### src/rtl/sd_cmd_sequencer_pkg.sv
// ============================================================================
// Module : sd_cmd_sequencer_pkg
// Brief  : Shared SD controller register map, field sizes and sequencer states.
// Rev    : 1.0  initial release
// ============================================================================
`default_nettype none

`ifndef SD_DEFINES_SVH
`define SD_DEFINES_SVH
`define ARGUMENT     8'h00
`define COMMAND      8'h04
`define RESP0        8'h08
`define RESP1        8'h0c
`define RESP2        8'h10
`define RESP3        8'h14
`define CMD_ISR      8'h34
`define CMD_REG_SIZE 14
`define INT_CMD_SIZE 5
`define INT_CMD_CC   0
`define INT_CMD_EI   1
`endif

package sd_cmd_sequencer_pkg;

    localparam int c_cmd_reg_size = `CMD_REG_SIZE;
    localparam int c_int_cmd_size = `INT_CMD_SIZE;
    localparam int c_int_cmd_cc   = `INT_CMD_CC;
    localparam int c_int_cmd_ei   = `INT_CMD_EI;

    localparam logic [7:0] c_adr_argument = `ARGUMENT;
    localparam logic [7:0] c_adr_command  = `COMMAND;
    localparam logic [7:0] c_adr_resp0    = `RESP0;
    localparam logic [7:0] c_adr_resp1    = `RESP1;
    localparam logic [7:0] c_adr_resp2    = `RESP2;
    localparam logic [7:0] c_adr_resp3    = `RESP3;
    localparam logic [7:0] c_adr_cmd_isr  = `CMD_ISR;

    typedef enum logic [3:0] {
        S_IDLE      = 4'd0,
        S_WR_CMD    = 4'd1,
        S_WR_ARG    = 4'd2,
        S_POLL_WAIT = 4'd3,
        S_POLL_RD   = 4'd4,
        S_RD_RESP   = 4'd5,
        S_CLR_ISR   = 4'd6,
        S_DONE      = 4'd7
    } seq_state_e;

    function automatic logic [7:0] resp_addr(input logic [1:0] idx);
        logic [7:0] adr;
        case (idx)
            2'd0:    adr = c_adr_resp0;
            2'd1:    adr = c_adr_resp1;
            2'd2:    adr = c_adr_resp2;
            default: adr = c_adr_resp3;
        endcase
        return adr;
    endfunction

endpackage

`default_nettype wire

### src/rtl/sd_wb_master_port.sv
// ============================================================================
// Module : sd_wb_master_port
// Brief  : Single-access Wishbone classic master; one transfer at a time.
// Rev    : 1.0  initial release
// ============================================================================
`default_nettype none

module sd_wb_master_port (
    input  logic        clk,
    input  logic        rst_n,
    input  logic        i_req,
    input  logic [7:0]  i_adr,
    input  logic        i_we,
    input  logic [31:0] i_dat,
    output logic        o_done,
    output logic [31:0] o_rdat,
    output logic [7:0]  o_wb_adr,
    output logic [31:0] o_wb_dat,
    input  logic [31:0] i_wb_dat,
    output logic [3:0]  o_wb_sel,
    output logic        o_wb_we,
    output logic        o_wb_cyc,
    output logic        o_wb_stb,
    input  logic        i_wb_ack
);

    logic        r_cyc;
    logic [7:0]  r_adr;
    logic [31:0] r_dat;
    logic        r_we;

    // Request is sampled only while idle, so a held request never re-launches
    // during the cycle its access completes.
    always_ff @(posedge clk or negedge rst_n) begin
        if (!rst_n) begin
            r_cyc <= 1'b0;
            r_adr <= '0;
            r_dat <= '0;
            r_we  <= 1'b0;
        end else if (r_cyc) begin
            if (i_wb_ack) begin
                r_cyc <= 1'b0;
            end
        end else if (i_req) begin
            r_cyc <= 1'b1;
            r_adr <= i_adr;
            r_we  <= i_we;
            r_dat <= i_we ? i_dat : 32'h0;
        end
    end

    assign o_done   = r_cyc & i_wb_ack;
    assign o_rdat   = i_wb_dat;
    assign o_wb_adr = r_adr;
    assign o_wb_dat = r_dat;
    assign o_wb_we  = r_we;
    assign o_wb_cyc = r_cyc;
    assign o_wb_stb = r_cyc;
    assign o_wb_sel = r_cyc ? 4'hf : 4'h0;

endmodule

`default_nettype wire

### src/rtl/sd_cmd_sequencer.sv
// ============================================================================
// Module : sd_cmd_sequencer
// Brief  : Issues one SD command through the controller registers and polls.
// Rev    : 1.0  initial release
// ============================================================================
`default_nettype none

module sd_cmd_sequencer
    import sd_cmd_sequencer_pkg::*;
#(
    parameter int POLL_GAP   = 4,
    parameter int POLL_LIMIT = 65535
) (
    input  logic                      wb_clk_i,
    input  logic                      wb_rst_ni,
    input  logic                      req_valid_i,
    output logic                      req_ready_o,
    input  logic [c_cmd_reg_size-1:0] req_cmd_i,
    input  logic [31:0]               req_arg_i,
    output logic                      done_o,
    output logic [c_int_cmd_size-1:0] status_o,
    output logic                      timeout_o,
    output logic [127:0]              resp_o,
    output logic [7:0]                wbm_adr_o,
    output logic [31:0]               wbm_dat_o,
    input  logic [31:0]               wbm_dat_i,
    output logic [3:0]                wbm_sel_o,
    output logic                      wbm_we_o,
    output logic                      wbm_cyc_o,
    output logic                      wbm_stb_o,
    input  logic                      wbm_ack_i
);

    localparam logic [7:0]  c_poll_gap_m1 = 8'(POLL_GAP - 1);
    localparam logic [15:0] c_poll_limit  = 16'(POLL_LIMIT);

    seq_state_e                r_state;
    seq_state_e                w_state_nxt;
    logic [c_cmd_reg_size-1:0] r_cmd;
    logic [31:0]               r_arg;
    logic [c_int_cmd_size-1:0] r_status;
    logic [127:0]              r_resp;
    logic                      r_timeout;
    logic [7:0]                r_gap_cnt;
    logic [15:0]               r_poll_cnt;
    logic [1:0]                r_resp_idx;

    logic        w_bus_req;
    logic        w_bus_we;
    logic [7:0]  w_bus_adr;
    logic [31:0] w_bus_dat;
    logic        w_bus_done;
    logic [31:0] w_bus_rdat;
    logic        w_isr_exit;
    logic        w_isr_err;
    logic        w_poll_last;
    logic [1:0]  w_resp_last;

    assign w_isr_exit  = w_bus_rdat[c_int_cmd_cc] | w_bus_rdat[c_int_cmd_ei];
    assign w_isr_err   = w_bus_rdat[c_int_cmd_ei];
    assign w_poll_last = (r_poll_cnt + 16'd1) == c_poll_limit;
    assign w_resp_last = (r_cmd[1:0] == 2'b01) ? 2'd0 : 2'd3;

    always_ff @(posedge wb_clk_i or negedge wb_rst_ni) begin
        if (!wb_rst_ni) begin
            r_state <= S_IDLE;
        end else begin
            r_state <= w_state_nxt;
        end
    end

    always_comb begin
        w_state_nxt = r_state;
        w_bus_req   = 1'b0;
        w_bus_we    = 1'b0;
        w_bus_adr   = 8'h00;
        w_bus_dat   = 32'h0;
        case (r_state)
            S_IDLE: begin
                if (req_valid_i) w_state_nxt = S_WR_CMD;
            end
            S_WR_CMD: begin
                w_bus_req = 1'b1;
                w_bus_we  = 1'b1;
                w_bus_adr = c_adr_command;
                w_bus_dat = {{(32-c_cmd_reg_size){1'b0}}, r_cmd};
                if (w_bus_done) w_state_nxt = S_WR_ARG;
            end
            S_WR_ARG: begin
                w_bus_req = 1'b1;
                w_bus_we  = 1'b1;
                w_bus_adr = c_adr_argument;
                w_bus_dat = r_arg;
                if (w_bus_done) w_state_nxt = S_POLL_WAIT;
            end
            S_POLL_WAIT: begin
                if (r_gap_cnt == c_poll_gap_m1) w_state_nxt = S_POLL_RD;
            end
            S_POLL_RD: begin
                w_bus_req = 1'b1;
                w_bus_adr = c_adr_cmd_isr;
                // A completed or errored command wins over the poll limit.
                if (w_bus_done) begin
                    if (w_isr_exit) begin
                        w_state_nxt = (w_isr_err || r_cmd[1:0] == 2'b00) ? S_CLR_ISR : S_RD_RESP;
                    end else if (w_poll_last) begin
                        w_state_nxt = S_CLR_ISR;
                    end else begin
                        w_state_nxt = S_POLL_WAIT;
                    end
                end
            end
            S_RD_RESP: begin
                w_bus_req = 1'b1;
                w_bus_adr = resp_addr(r_resp_idx);
                if (w_bus_done && r_resp_idx == w_resp_last) w_state_nxt = S_CLR_ISR;
            end
            S_CLR_ISR: begin
                w_bus_req = 1'b1;
                w_bus_we  = 1'b1;
                w_bus_adr = c_adr_cmd_isr;
                if (w_bus_done) w_state_nxt = S_DONE;
            end
            S_DONE: begin
                w_state_nxt = S_IDLE;
            end
            default: begin
                w_state_nxt = S_IDLE;
            end
        endcase
    end

    always_ff @(posedge wb_clk_i or negedge wb_rst_ni) begin
        if (!wb_rst_ni) begin
            r_cmd      <= '0;
            r_arg      <= '0;
            r_status   <= '0;
            r_resp     <= '0;
            r_timeout  <= 1'b0;
            r_gap_cnt  <= '0;
            r_poll_cnt <= '0;
            r_resp_idx <= '0;
        end else begin
            case (r_state)
                S_IDLE: begin
                    if (req_valid_i) begin
                        r_cmd      <= req_cmd_i;
                        r_arg      <= req_arg_i;
                        r_status   <= '0;
                        r_resp     <= '0;
                        r_timeout  <= 1'b0;
                        r_gap_cnt  <= '0;
                        r_poll_cnt <= '0;
                        r_resp_idx <= '0;
                    end
                end
                S_POLL_WAIT: begin
                    r_gap_cnt <= r_gap_cnt + 8'd1;
                end
                S_POLL_RD: begin
                    if (w_bus_done) begin
                        r_gap_cnt  <= '0;
                        r_poll_cnt <= r_poll_cnt + 16'd1;
                        if (w_bus_rdat[c_int_cmd_size-1:0] != '0) begin
                            r_status <= w_bus_rdat[c_int_cmd_size-1:0];
                        end
                        if (!w_isr_exit && w_poll_last) r_timeout <= 1'b1;
                    end
                end
                S_RD_RESP: begin
                    if (w_bus_done) begin
                        r_resp[{r_resp_idx, 5'b0} +: 32] <= w_bus_rdat;
                        r_resp_idx                       <= r_resp_idx + 2'd1;
                    end
                end
                default: begin
                end
            endcase
        end
    end

    sd_wb_master_port u_wb_port (
        .clk      (wb_clk_i),
        .rst_n    (wb_rst_ni),
        .i_req    (w_bus_req),
        .i_adr    (w_bus_adr),
        .i_we     (w_bus_we),
        .i_dat    (w_bus_dat),
        .o_done   (w_bus_done),
        .o_rdat   (w_bus_rdat),
        .o_wb_adr (wbm_adr_o),
        .o_wb_dat (wbm_dat_o),
        .i_wb_dat (wbm_dat_i),
        .o_wb_sel (wbm_sel_o),
        .o_wb_we  (wbm_we_o),
        .o_wb_cyc (wbm_cyc_o),
        .o_wb_stb (wbm_stb_o),
        .i_wb_ack (wbm_ack_i)
    );

    assign req_ready_o = (r_state == S_IDLE);
    assign done_o      = (r_state == S_DONE);
    assign status_o    = r_status;
    assign timeout_o   = r_timeout;
    assign resp_o      = r_resp;

endmodule

`default_nettype wire
### config.mk
export PLATFORM = sky130hd
export DESIGN_NAME = sd_cmd_sequencer
export DESIGN_NICKNAME = d
export VERILOG_FILES = /design/src/rtl/sd_cmd_sequencer_pkg.sv /design/src/rtl/sd_wb_master_port.sv /design/src/rtl/sd_cmd_sequencer.sv
export SDC_FILE = /design/constraint.sdc
export NUM_CORES = 1
export LEC_CHECK = 0
export ABC_AREA = 1
export CAP_MARGIN = 25
export CORE_ASPECT_RATIO = 0.8
export CORE_MARGIN = 5
export CORE_UTILIZATION = 51
export CTS_CLUSTER_DIAMETER = 50
export DETAILED_ROUTE_END_ITERATION = 16
export GPL_ROUTABILITY_DRIVEN = 0
export HOLD_SLACK_MARGIN = 0.08
export PLACE_DENSITY = 0.82
export SYNTH_ARGS = -nofsm -noshare
export SYNTH_HDL_FRONTEND = slang
export SYNTH_SLANG_ARGS = --single-unit
### constraint.sdc
create_clock -name wb_clk_i -period 6.6 [get_ports wb_clk_i]
set_input_delay 0.66 -clock wb_clk_i [delete_from_list [all_inputs] [get_ports wb_clk_i]]
set_output_delay 0.66 -clock wb_clk_i [all_outputs]
set_load 0.01 [all_outputs]
Word level (Yosys, flattened, before mapping)
Index checks and enable logic that the tools add are counted.

Flip-flop bits (word level): 252. Memories: 0. Bits of input ports: 82. Bits in writable memories: 0. Memory bits (read-only): 0. Word-level logic and storage cells: 110. Latch bits: 0.

Bitwise gates (word level): 3. Multiply operators: 0. Add/sub/neg operators: 4. Multiplexer cells: 43. Reduce and logical (&&, ||, !) cells: 22. Div/mod/pow operators: 0. Shift-type cells: 2. Equal/unequal tests: 23. Magnitude comparators: 0.

Operators by type and width (number): $mux W128 (2); $pmux W128 S2 (1); $bwmux W128 (1); $shift A32 B9 Y128 const A (1); $shiftx A32 B9 Y128 (1); $pmux W32 S2 (1); $mux W16 (2); $mux W32 (1); $mux W4 (8); $pmux W16 S2 (1); $pmux W4 S7 (1); $pmux W8 S3 (1); $ne A2 B2 Y1 const B (10); $pmux W6 S3 (1); $add A16 B1 Y16 const B (1); $eq A16 B16 Y1 const B (1); $eq A4 B3 Y1 const B (4); $mux W8 (2); $mux W5 (3); $pmux W5 S3 (1); $pmux W5 S2 (1); $neg A7 Y9 (1); $reduce_and A3 Y1 (3); $add A8 B1 Y8 const B (1); 29 further kinds (47).

Depth between registers and ports, before layout
Gate-level depths: netlist of the first run.

Word-level depth: 6. Mapped depth: 15. Mapped depth without buffers: 15.

Cells and area by module
From an unflattened synthesis of the first run, not the netlist that was laid out.

Cells, all modules: 1396. Area, all modules: 12019.0 um^2.

By module, submodules not included: sd_cmd_sequencer (area an instance 9834.4 um^2, seq. area each 5230.0 um^2, instances 1, cells each 1110); sd_wb_master_port (area an instance 2184.6 um^2, seq. area each 1051.0 um^2, instances 1, cells each 286).

Worst setup path before layout of the first run
OpenSTA, ideal clock, no wires.

Path type: reg2reg. Start: register r_resp_idx[0]. End: register r_resp[72], in the netlist resp_o[72]. Required time: 6508 ps. Data arrival time: 2222 ps. Setup slack: 4287 ps. Stages on the path, launching flop included: 11. Clock period less this slack: 2313 ps. Library setup time: 92 ps. Cells stage by stage: dfrtp_1 -> clkinv_1 -> clkbuf_1 -> ha_1 -> inv_1 -> nor2_4 -> inv_2 -> nor3_4 -> inv_4 -> buf_6 -> o31ai_2.

Cells in the longest elaborated chain, start to end: 5.

RTL lines: start, declared (line sd_cmd_sequencer.sv:46) `logic [1:0] r_resp_idx;`; start signal, assigned (line sd_cmd_sequencer.sv:173) `r_resp_idx <= r_resp_idx + 2'd1;`; $neg A7 Y9 (*) (line sd_cmd_sequencer.sv:172) `r_resp[{r_resp_idx, 5'b0} +: 32] <= w_bus_rdat;`; $shiftx A32 B9 Y128 or $shift A32 B9 Y128 (tied branches) (line sd_cmd_sequencer.sv:172); $bwmux W128 (*) (line sd_cmd_sequencer.sv:172); $mux W128 (*) (line sd_cmd_sequencer.sv:171) `if (w_bus_done) begin`; $pmux W128 S2 (*) (line sd_cmd_sequencer.sv:144) `case (r_state)`; end signal, assigned by index (line sd_cmd_sequencer.sv:172); end, declared (line sd_cmd_sequencer.sv:42) `logic [127:0] r_resp;`.

Mark *: on every way between the ends. The rest lies on a longest branch, timed or not. The select of a mux whose other input is x is not followed. A chain may end at the register's enable or synchronous reset.

Worst setup path in the final report of the first run
Start: register r_resp_idx[0]. End: register r_resp[59], in the netlist resp_o[59].

The elaborated chain is that of the path after synthesis.

==> out/summary.md, run 1 <==
After the first detailed-routing iteration, the DRC count stood at 917. The tools report the part of the Yosys area used for sequential elements as 55.6%. For this run, the post-layout net count is 1578.

Registers take 6180 um^2. The transition time at the pin with the least slew margin is 1.04 ns, and the number of unique standard cell types used by synthesis is 43. The number of buffers on the longest clock path is 3. The tools report the end of the worst register-to-register path as resp_o[59]$_DFFE_PN0P_. The area of placed instances is 13800 um^2, and the area taken by multi-input logic gates is 4190 um^2. The number of cell instances on the worst register-to-register path came out at 7. The tools report the H-tree level count as 1.

The average wire per cell in the routed design came out at 18.4 um. The share of final-layout standard cells stronger than drive strength 1 was 6.71%. Setup slack on the worst reg-to-reg path comes out at 2.68 ns.

The clock reaches the later pin of the worst-skew pair after 0.53 ns. The share of flip-flops with an asynchronous set or reset after synthesis is 100%, and the post-layout minimum cycle time is 3.92 ns. The mapped netlist covers 11100 um^2.

Setup repair after global routing left no endpoint under its margin. The number of synthesized flops with an enable pin was 0. 0 antenna diodes ended up in the layout. The initial antenna violation count came out at 1. The mean area per synthesized cell is 8.83 um^2, and the number of warnings printed during yosys synthesis is 0.

Buffers inserted to repair hold after CTS numbered 0. The tools report the fmax as 255 MHz. Global routing consumed, over all layers together, 25.6% of the routing resources. The logs give 5 for the number of iterations in the first detailed-routing pass and 7.00 ns for the required arrival time at the worst endpoint.

The logs give 9856 for the overall via count from detail_route and 0 for the residual antenna-violating net count after detailed routing. Total wire length after detailed routing: 32.8 mm. The initialized floorplan defines 48 standard-cell rows. Ranked by total cell area, the synthesized netlist is headed by dfrtp_1 (56%), nand2_1 (15%), o31ai_1 (4.6%). Number of endpoints with negative hold slack in the final report: 0. The layout-stage area growth over the synthesis result works out to 32.3%. Once the clock tree was built, the setup fixing pass inserted 0 buffers.

TritonCTS built the clock tree. For the final routed database, the setup TNS stands at 0 ns. The root cell of the clock tree was clkbuf_16. The first global-routing pass estimated 52.0 mm of wire. The final-report setup violation count was 0. The worst path uses 59.4% of the clock period. For this design the top-level I/O count stands at 265. Headroom to the max-slew limit came out at 30.4%. Most frequent standard cell in the layout excluding fill and tap cells: nand2_1. Along the worst path, the maximum fanout reaches 29. The die boundary width came out at 175 um. The total number of clock tree sinks was 247. Leaving out fill and tap cells, the most frequent cells in the layout are nand2_1 (445), clkdlybuf4s50_1 (259), dfrtp_1 (247). The total core area was 21500 um^2.

STA classifies the critical path endpoint as a register. The share of synthesized area in the top cell type comes to 55.6%. The floorplan step set the die height to 142 um.

The worst-case IR drop observed on VDD is 0.000258 V. Kind of start point of the critical path: a register. After clock tree synthesis, the clock-pin slew on the worst setup and hold paths is 0.06 ns. The flow ran to the end, and the final reports show no timing, DRC or antenna violations. The initial cell density of the core is 51.7%. The most used flip-flop cell after synthesis is dfrtp_1.

Between clock sinks in the finished design, the worst skew comes to 0.00893 ns. Max-cap violations in this run came to 0. The number of buffers added on ports works out to 260. Using the TritonRoute via totals, the vias-per-cell ratio works out to 5.54.

The run gives 0 as the final count of pins violating max slew. Fill cells in the final layout number 1643. The critical path is of the register to register type. Summing all non-filler instances in the final layout gives an area of 14700 um^2. In this run the worst hold path is classified as input pin to asynchronous set/reset pin. After legalization and detailed placement, the total HPWL measured 22.8 mm.

The run gives 24900 um^2 as the area of the die. Remaining global-route overflow: 0. The run gives 9596 as the number of global-route vias before repair. In this run the critical register-to-register path is launched from r_resp_idx[0]$_DFFE_PN0P_. For this design the static power due to leakage is 6.52 nW. The logs give 27 for the number of buffers added by the clock tree synthesis step and 4.32 ns for the critical path data arrival time. The run gives 1260 as the number of instances in the synthesized netlist.

Dividing total power by cell area gives a power density of 367 nW/um^2. In the routed design, unresolved DRC markers number 0. The tools report the largest net degree at the start of global routing as 130. The synthesized design spends more area on one cell type than any other, namely dfrtp_1. The synthesized design contains 247 register bits. The tools report the total of cells resized after clock tree synthesis as 0.
==> layout make-up <==
class,instances,share of cell area (%)
flip-flops and latches,247,42.0
multi-input cells,840,28.5
repair buffers,270,18.4
clock buffers,37,5.05
inverters,100,2.62
well taps,275,2.34
clock inverters,11,1.12
==> worst max-delay path, stage by stage, from the launching register on <==
cell and delay [ns]:
dfrtp_1 0.78, clkinv_1 0.90, ha_1 0.74, inv_1 0.59
nand2_1 0.22, nor2_1 0.18, inv_1 0.11, o31ai_1 0.29
==> cells in the mapped netlist (12+ instances only) <==
library cell	instances
clkbuf_1	30
nand2_1	445
nor2_1	69
nand3_1	84
dfrtp_1	247
a21oi_1	12
buf_4	15
o31ai_2	20
inv_1	86
buf_2	22
o21ai_0	73
o31ai_1	68
==> through the flow <==
stage / power [W] / cells / util [%] / setup slack [ns] / hold slack, ns
after floorplan: 0.00313 / 1263 / - / 4.29 / 0.364
after global placement: 0.00380 / 1731 / 64.1 / 2.77 / 0.455
after detailed placement: 0.00384 / 1731 / 64.1 / 2.69 / 0.463
after CTS: 0.00541 / 1779 / 68.3 / 2.75 / 0.275
after global routing: 0.00572 / 1780 / 68.4 / 2.44 / 0.297
final: 0.00540 / 1780 / 68.4 / 2.68 / 0.192
==> flip-flops by register name, indices dropped and copies added (netlist names), 2 cells and up <==
register	cells
r_state	3
r_resp_idx	2
u_wb_port.o_wb_dat	32
r_cmd	14
resp_o	128
r_poll_cnt	16
r_arg	32
u_wb_port.o_wb_adr	4
status_o	5
r_gap_cnt	8
==> routing by layer <==
metal | part of all wire, % | vias up | track usage (%) | wire length, um
met5 | 0.034 | - | 0 | 11
met4 | 3.0 | 2 | 6.86 | 979
met3 | 9.4 | 76 | 6.59 | 3090
met2 | 44 | 477 | 39.5 | 14600
met1 | 43 | 4733 | 36.5 | 14100
li1 | - | 4568 | - | -
==> where the power goes <==
| part | switching [W] | leakage, nW | internal [W] | total (W) |
|---|---|---|---|---|
| registers | 0.000223 | 3.35 | 0.00183 | 0.00205 |
| logic | 0.00116 | 2.72 | 0.000638 | 0.00180 |
| clock network | 0.000608 | 0.444 | 0.000943 | 0.00155 |
| total | 0.00199 | 6.52 | 0.00341 | 0.00540 |
==> worst max-delay path by stage <==
stage                              start                      to  slack (ns)
6_report       r_resp_idx[0]$_DFFE_PN0P_  resp_o[59]$_DFFE_PN0P_        2.68
5_1_grt        r_resp_idx[0]$_DFFE_PN0P_  resp_o[47]$_DFFE_PN0P_        2.44
4_1_cts        r_resp_idx[0]$_DFFE_PN0P_  resp_o[59]$_DFFE_PN0P_        2.75
3_5_place_dp                 req_valid_i  resp_o[40]$_DFFE_PN0P_        2.69
3_3_place_gp                 req_valid_i  resp_o[43]$_DFFE_PN0P_        2.77
2_1_floorplan  r_resp_idx[0]$_DFFE_PN0P_  resp_o[72]$_DFFE_PN0P_        4.29
==> logic make-up after synthesis <==
| family | count (synthesis) | share of synthesized area [%] |
|---|---|---|
| buffers and inverters | 176 | 6.99 |
| flip-flops | 247 | 55.6 |
| adder cells (fa/ha/maj) | 10 | 1.13 |
| XOR/XNOR | 3 | 0.236 |
| AO/OA/AOI/OAI | 205 | 13.4 |
| other | 1 | 0.0337 |
| AND/OR/NAND/NOR | 618 | 22.7 |
(Power assumes the default switching activity.)
==> run 2: changes to the inputs <==
--- a/config.mk
+++ b/config.mk
@@ -9,12 +9,12 @@
 export CAP_MARGIN = 25
 export CORE_ASPECT_RATIO = 0.8
 export CORE_MARGIN = 5
-export CORE_UTILIZATION = 51
+export CORE_UTILIZATION = 50
 export CTS_CLUSTER_DIAMETER = 50
 export DETAILED_ROUTE_END_ITERATION = 16
 export GPL_ROUTABILITY_DRIVEN = 0
 export HOLD_SLACK_MARGIN = 0.08
-export PLACE_DENSITY = 0.82
+export PLACE_DENSITY = 0.8
 export SYNTH_ARGS = -nofsm -noshare
 export SYNTH_HDL_FRONTEND = slang
 export SYNTH_SLANG_ARGS = --single-unit
==> constraint.sdc (replaced) <==
create_clock -name wb_clk_i -period 4.02 [get_ports wb_clk_i]
set_input_delay 0.402 -clock wb_clk_i [delete_from_list [all_inputs] [get_ports wb_clk_i]]
set_output_delay 0.402 -clock wb_clk_i [all_outputs]
set_load 0.01 [all_outputs]
==> out/summary.md, run 2 (synthesis gave the netlist of run 1 again) <==
The finished layout holds 1811 standard cells, fillers aside. Dividing the detail-routed via count by the number of cells gives 5.37. In this run, CTS created clock tree buffers numbering 27. The die boundary width works out to 177 um. Worst-skew pair later-pin latency: 0.52 ns.

After routing, the total negative slack on setup checks comes to 0 ns. In this run the cell area measured after placement is 13900 um^2. The logs give 0.00949 ns for the setup skew after layout and 1702 for the final-layout fill cell count.

The aggregate global-route resource usage came out at 25.2%. TritonCTS built the clock tree. For this design the static power due to leakage is 6.55 nW. VDD sags by at most 0.000395 V.

The tools report the final core utilization as 68.1%. The fmax was 317 MHz; the power density over the cells was 595 nW/um^2. In this run, placement finished with an instance count of 1760. Clock-pin slew was measured on the worst setup and hold paths at 0.06 ns.

For this block, the initial DRC count from the detailed router was 918. Of the available clock period, the critical path in the final layout requires 78.5%. The wire-length estimate of the detail-placed layout is 22.8 mm. The run gives 9731 as the overall via count from detail_route. In the layout the commonest cells are nand2_1 (445), clkdlybuf4s50_1 (259), dfrtp_1 (247). The number of top-level design ports is 265, and the area of all sequential standard cells is 6180 um^2.

The register with the most flip-flops in the layout has 128 of them. Root cell of the clock tree: clkbuf_16. The switching share of power is 36.8%, and the final count of pins violating max slew is 0. The share of final-layout standard cells stronger than drive strength 1 is 7.02%. Setup repair after global routing left no endpoint under its margin. The initial antenna violation count was 1. Hold is met by 0.413 ns. The floorplan has 48 rows. The logs give 9457 for the number of global-route vias before repair and 0 for the remaining global-route overflow. The tools report the initial cell density of the core as 51.2%.

The layout-stage area growth over the synthesis result was 33.1%; the area of the die was 25300 um^2. At the pin with the least slew margin, the transition time is 0.942 ns. The worst path needs 3.16 ns of the cycle, external delays included. STA classifies the critical path startpoint as a register. Fraction of power consumed by the clock network: 28.0%. Measured along the y axis, the die boundary spans 143 um. By startpoint and endpoint, the worst setup path is classified as register to register.

The number of buffers added on ports was 260; the total wire length after detailed routing was 32.4 mm. The net count of the finished layout is 1584. Leaving out fill and tap cells, the most frequent cell in the layout is nand2_1. The final instance area came out at 14800 um^2.

Setup violations remaining at the end of the flow were counted as 0. The flow ran to the end, and the final reports show no timing, DRC or antenna violations. The multi-input combinational cells in the finished layout cover a total of 4190 um^2. The run gives 247 as the total number of clock tree sinks.

The internal portion of the total power is 0.00556 W. The analysis attributes to net switching a power of 0.00324 W. Largest net degree at the start of global routing: 123. The logs give 37.2% for the worst slew margin relative to its limit and 0 for the residual antenna-violating net count after detailed routing.

H-tree level count: 1. The class of the tightest hold or removal check was input pin to register. STA classifies the critical path endpoint as a register.

In the routed design, unresolved DRC markers number 0. The first detailed-routing pass took 6 iterations. In this run the deepest clock path goes through 3 buffers. In this run the worst path has a maximum fanout of 27. In the final routed layout, each cell accounts on average for 17.9 um. Across the run, the number of max-cap violations was 0. The first global-routing pass estimated 51.6 mm of wire. The tools report the count of buffers added by post-CTS timing repair for setup as 0.

Required arrival time at the worst endpoint: 4.45 ns. After floorplanning, the core was sized to cover 21700 um^2. At the worst endpoint, the arrival time is 3.59 ns.

The tools report the number of endpoints with negative hold slack in the final report as 0. Per report_power, the combinational group accounts for 33.9% of the total. The run gives 0 as the final antenna diode count. The run gives 38.2% as the sequential power share.
-- run 2: cell count changes in the layout (fill, tap and decap cells not counted) --
cell | previous run | this run
buf_12 | 0 | 2
buf_4 | 9 | 12
bufinv_16 | 4 | 2
clkbuf_8 | 3 | 7
clkinv_2 | 4 | 2
dlygate4sd3_1 | 0 | 1
-- run 2: worst max-delay path, cell delays in order (launching register included) --
cell,delay [ns]
dfrtp_1,0.60
clkinv_1,0.18
buf_4,0.31
ha_1,0.49
nand3_1,0.45
inv_1,0.66
nand3_1,0.15
o21ai_0,0.22
-- run 2: routing by layer --
layer  GRT usage (%)  up-vias  share of wire, %
met3            6.79       73               9.7
met1            36.4     4631                44
met4            6.63        2               2.7
met2            38.2      452                44
met5               0        -             0.040
li1                -     4573                 -
-- run 2: cell type report --
type                       instances  share of cell area, %
multi-input combinational        840                   28.3
clock inverter                     7                  0.642
clock buffer                      41                   5.39
inverter                         100                   2.60
timing repair buffer             276                   18.7
tap                              300                   2.54
sequential                       247                   41.8
-- run 2: through the flow --
| step | setup slack (ns) | power, W |
|---|---|---|
| 6_report | 0.864 | 0.00880 |
| 5_1_grt | 0.620 | 0.00932 |
| 4_1_cts | 0.888 | 0.00884 |
| 3_5_place_dp | 0.900 | 0.00633 |
| 3_3_place_gp | 1.11 | 0.00627 |
| 2_1_floorplan | 1.71 | 0.00514 |
-- run 2: power by group through the flow --
stage                     logic (W)  registers [W]  clock network, W
final                       0.00298        0.00336           0.00246
after global routing        0.00329        0.00343           0.00261
after CTS                   0.00297        0.00336           0.00251
after detailed placement    0.00295        0.00338                 0
after global placement      0.00290        0.00338                 0
after floorplan             0.00172        0.00341                 0
-- run 2: repair_timing --
action	4_1_cts	5_1_grt
gates resized for setup	0	0
hold buffers	1	0
hold endpoints to repair	119	0
-- run 2: worst paths after layout --
check,slack [ns],cells past startpoint,start,endpoint
min reg2reg,0.48,2,u_wb_port.o_wb_dat[2]$_DFFE_PN0P_,u_wb_port.o_wb_dat[2]$_DFFE_PN0P_
max reg2reg,0.86,7,r_resp_idx[0]$_DFFE_PN0P_,resp_o[31]$_DFFE_PN0P_
min in group asynchronous,0.58,2,wb_rst_ni,resp_o[6]$_DFFE_PN0P_
max in group asynchronous,2.42,3,wb_rst_ni,resp_o[113]$_DFFE_PN0P_
min,0.41,3,req_arg_i[30],r_arg[30]$_DFFE_PN0P_
max,0.86,7,r_resp_idx[0]$_DFFE_PN0P_,resp_o[31]$_DFFE_PN0P_
